File: src/rtl/exec_result_arbiter.sv
// exec_result_arbiter: oldest-first grant of one execution result per cycle
// into a single ready/valid output register feeding the memory stage.
module exec_result_arbiter #(
    parameter int ROBsize    = 32,
    parameter int ROBsizeLog = $clog2(ROBsize + 1),
    parameter int NumUnits   = 4
) (
    input  logic                                 clk_i,
    input  logic                                 reset_i,
    input  logic [ROBsizeLog-1:0]                ROBhead_i,
    input  logic                                 flush_i,
    input  logic [NumUnits-1:0]                  valid_i,
    input  logic [NumUnits-1:0][ROBsizeLog-1:0]  executeTag_i,
    input  logic [NumUnits-1:0][63:0]            executeVal_i,
    input  logic [NumUnits-1:0][9:0]             executeCommands_i,
    input  logic [NumUnits-1:0][3:0]             executeFlags_i,
    output logic [NumUnits-1:0]                  canGo_o,
    input  logic                                 ready_i,
    output logic                                 valid_o,
    output logic [63:0]                          dataToMem_o,
    output logic [ROBsizeLog-1:0]                tagToMem_o,
    output logic [9:0]                           commandsToMem_o,
    output logic [3:0]                           flagsToMem_o
);
    localparam int AW = ROBsizeLog + 1;
    localparam int IW = NumUnits > 1 ? $clog2(NumUnits) : 1;

    logic [NumUnits-1:0][AW-1:0] age;
    logic [AW-1:0]               best_age;
    logic [IW-1:0]               win;
    logic                        any;
    logic                        loadable;

    // Distance from head modulo ROBsize; extra bit keeps tag+ROBsize from wrapping
    always_comb begin
        for (int i = 0; i < NumUnits; i++)
            age[i] = (executeTag_i[i] >= ROBhead_i)
                ? AW'(executeTag_i[i]) - AW'(ROBhead_i)
                : AW'(executeTag_i[i]) + AW'(ROBsize) - AW'(ROBhead_i);
    end

    // Strict less-than lets the lowest index win on equal age
    always_comb begin
        any      = 1'b0;
        win      = '0;
        best_age = '1;
        for (int i = 0; i < NumUnits; i++)
            if (valid_i[i] && (!any || age[i] < best_age)) begin
                any      = 1'b1;
                win      = IW'(i);
                best_age = age[i];
            end
    end

    assign loadable = ~valid_o | ready_i;
    assign canGo_o  = (loadable & any & ~flush_i & ~reset_i) ? (NumUnits'(1) << win) : '0;

    always_ff @(posedge clk_i or posedge reset_i) begin
        if (reset_i) begin
            valid_o         <= 1'b0;
            dataToMem_o     <= '0;
            tagToMem_o      <= '0;
            commandsToMem_o <= '0;
            flagsToMem_o    <= '0;
        end else if (flush_i) begin
            valid_o <= 1'b0;
        end else if (loadable) begin
            valid_o <= any;
            if (any) begin
                dataToMem_o     <= executeVal_i[win];
                tagToMem_o      <= executeTag_i[win];
                commandsToMem_o <= executeCommands_i[win];
                flagsToMem_o    <= executeFlags_i[win];
            end
        end
    end
endmodule

File: config.mk
export PLATFORM = sky130hd
export DESIGN_NAME = exec_result_arbiter
export DESIGN_NICKNAME = d
export VERILOG_FILES = /design/src/rtl/exec_result_arbiter.sv
export SDC_FILE = /design/constraint.sdc
export NUM_CORES = 1
export LEC_CHECK = 0
export CAP_MARGIN = 30
export CORE_AREA = 5 5 168 170
export CTS_CLUSTER_SIZE = 25
export DETAILED_ROUTE_END_ITERATION = 16
export DIE_AREA = 0 0 173 175
export PLACE_DENSITY_LB_ADDON = 0.25
export SLEW_MARGIN = 15
export SYNTH_ARGS = -nofsm -noshare
export SYNTH_HDL_FRONTEND = slang
export SYNTH_SLANG_ARGS = --single-unit
File: constraint.sdc
create_clock -name clk_i -period 21.1 [get_ports clk_i]
set_input_delay 4.22 -clock clk_i [delete_from_list [all_inputs] [get_ports clk_i]]
set_output_delay 4.22 -clock clk_i [all_outputs]
set_load 0.005 [all_outputs]
==> impl_metrics.csv <==
group,metric,value,unit
layout,fill_cells,2498,
layout,drive_above_1_share,8.49,%
die,die_height,175,um
clocking,cts_hold_buf,0,
clocking,numCtsBuffers,9,
timing,relSlewSlack,29.9,%
die,fp.dieW,173,um
timing,skew,8.95,ps
grt,grt_max_degree,94,
yosys,synth_seq_cells,85,
yosys,ys.flop_type,"dfrtp_1",
setup_path,crit_type,"in2out",
yosys,syn_nets,1417,
timing,final-max-slew-violation-count,0,
yosys,synth_edf_count,0,
setup_path,cp-start-kind,"input port",
run,cap_violations,0,
timing,final.setup.worst_slack,2350,ps
detailed_routing,postRouteAntennaNets,0,
grt,grt_pass1_vias,9778,
clocking,clkTransAtPathRegs,60,ps
detailed_routing,vias,9279,
pwr,p_per_area,85.2,nW/um^2
grt,antenna_found_initial,2,
layout,utilization,54.0,%
detailed_routing,drc,0,
place,dpl.cell_count,1691,
clocking,cts_max_level,3,
setup_path,cp-end-kind,"output port",
place,dpl.hpwl,31200,um
layout,finalNonFillerCells,1709,
yosys,synth.avg_cell_area,9.70,um^2
layout,final_cell_area,14400,um^2
die,io_pins,439,
clocking,cts_tree,"done",
die,core.rowCount,60,
setup_path,critPathMaxStageDelay,800,ps
layout,layout_common_cells,"clkdlybuf4s50_1 (437), nor2b_1 (90), a21o_1 (87), mux2i_1 (85), dfrtp_1 (85)",
yosys,synth.distinct_cells,61,
timing,hold_violations,0,
yosys,syn_inst,978,
detailed_routing,drtIter0Drc,416,
detailed_routing,viasPerCell,5.43,
die,fp.coreArea,26600,um^2
timing,fin_crit_sh,88.9,%
clocking,clock_latency,340,ps
timing,rsz0062_at_grt,"no",
clocking,cts_setup_buffers,0,
yosys,syn-cell-area,9490,um^2
setup_path,crit_top_cell,"ha_1",
setup_path,cp.arrival,14530,ps
timing,fmax,53.3,MHz
detailed_routing,drt_first_pass_iters,5,
setup_path,crit_required,16880,ps
yosys,seq_area_frac_synth,22.4,%
clocking,ctsResizeCount,0,
yosys,ys_warn_count,0,
grt,track_usage,25.4,%
die,start_util,35.7,%
place,port_buffers,438,
clocking,clock_path_buffers,2,
timing,finalCriticalPeriod,18750,ps
setup_path,path_max_fanout,55,
pwr,leakagePower,6.13,nW
grt,grt_pass1_wl,60100,um
setup_path,worst_path_max_delay_cell,"a31o_4",
clocking,cts_sinks,85,
detailed_routing,wl_per_cell,23.6,um
grt,overflow,0,
place,dpl_cell_area,14000,um^2
layout,syn_to_final_growth,51.3,%
die,dieArea,30300,um^2
place,dp_slack,2390,ps
pwr,ir_drop,0.0833,mV
worst_hold_path,hold_class,"reg2reg",
layout,layout_commonest_cell,"clkdlybuf4s50_1",
yosys,async_flop_share,100,%
timing,setup_viol,0,
clocking,root_buffer,"clkbuf_16",
place,gp_congestion,0.952,
detailed_routing,wirelength,40300,um
layout,num-nets-final,1801,
outcome,status,"finished clean",
timing,tns,0,ps
timing,worst_pin_slew,1050,ps
[through the flow]
stage                     power (mW)  hold WS, ps
after detailed placement        1.04          496
after global placement          1.03          489
after global routing            1.30          516
final                           1.22          508
after CTS                       1.23          511
after floorplan                0.720          505
[synth_stat cells (5+ instances only)]
library cell | number | area, um^2
nor2b_1 | 90 | 563
a21o_1 | 88 | 661
dfrtp_1 | 85 | 2130
mux2i_1 | 85 | 851
o22a_1 | 84 | 736
a221oi_2 | 70 | 1050
ha_1 | 67 | 838
inv_1 | 60 | 225
nor2_1 | 38 | 143
clkbuf_1 | 37 | 139
nand2_1 | 31 | 116
a21oi_1 | 29 | 145
o21ai_0 | 25 | 125
fa_1 | 22 | 440
xor2_1 | 17 | 149
buf_2 | 16 | 80.1
a221oi_1 | 15 | 131
buf_4 | 14 | 105
nand3_1 | 13 | 65.1
xnor2_1 | 10 | 87.6
buf_6 | 6 | 67.6
nand2b_1 | 5 | 31.3
nand4_1 | 5 | 31.3
[layout make-up]
| class | count | area, um^2 | share of cell area, % |
|---|---|---|---|
| well taps | 341 | 427 | 2.97 |
| diodes | 2 | 5.00 | 0.0349 |
| repair buffers | 451 | 4510 | 31.4 |
| flip-flops and latches | 85 | 2130 | 14.8 |
| multi-input cells | 755 | 6720 | 46.8 |
| inverters | 60 | 228 | 1.59 |
| clock buffers | 10 | 239 | 1.66 |
| clock inverters | 5 | 106 | 0.741 |
[critical path: cells and delay by family]
family                     cells  cell delay, ps
adders and majority gates      6            1660
buffers and inverters          5            2250
AOI/OAI and AO/OA             14            3970
and+or+nand+nor               10            2380
[logic make-up (layout without fill, tap and decap cells)]
kind of cell	Yosys count	count (layout)	synth area share (%)
other	0	2	0
multiplexers	86	86	9.13
AND/OR/NAND/NOR	208	208	11.8
buffers and inverters	138	526	7.38
XOR/XNOR	27	27	2.49
AO/OA/AOI/OAI	344	344	33.2
flip-flops	85	85	22.4
adder cells (fa/ha/maj)	90	90	13.6
[power breakdown]
part / internal, mW / switching (mW)
sequential: 0.227 / 0.0368
clock: 0.119 / 0.0713
combinational: 0.386 / 0.384
total: 0.732 / 0.492
[layer usage]
metal / global-route usage, % / vias to the layer above / routed length [um] / share of wire, %
li1: - / 4403 / - / -
met1: 31.1 / 4499 / 16700 / 41
met2: 44.2 / 337 / 20000 / 50
met3: 6.97 / 40 / 2810 / 7.0
met4: 6.68 / 0 / 832 / 2.1
met5: 0 / - / 0 / 0
[path summary, 6_finish.rpt]
path	start	end	slack [ps]	cells after the start
min	dataToMem_o[37]	dataToMem_o[37]	510	1
max reg2reg	valid_o	dataToMem_o[6]	19000	5
max	ROBhead_i[3]	canGo_o[0]	2350	35
min in group asynchronous	reset_i	valid_o	4260	2
max in group asynchronous	reset_i	dataToMem_o[24]	15630	3
min reg2reg	dataToMem_o[37]	dataToMem_o[37]	510	1
[registers in the layout, summed over array words and instances (netlist names)]
register         count
commandsToMem_o     10
tagToMem_o           6
valid_o              1
dataToMem_o         64
flagsToMem_o         4
(Power assumes the default switching activity.)
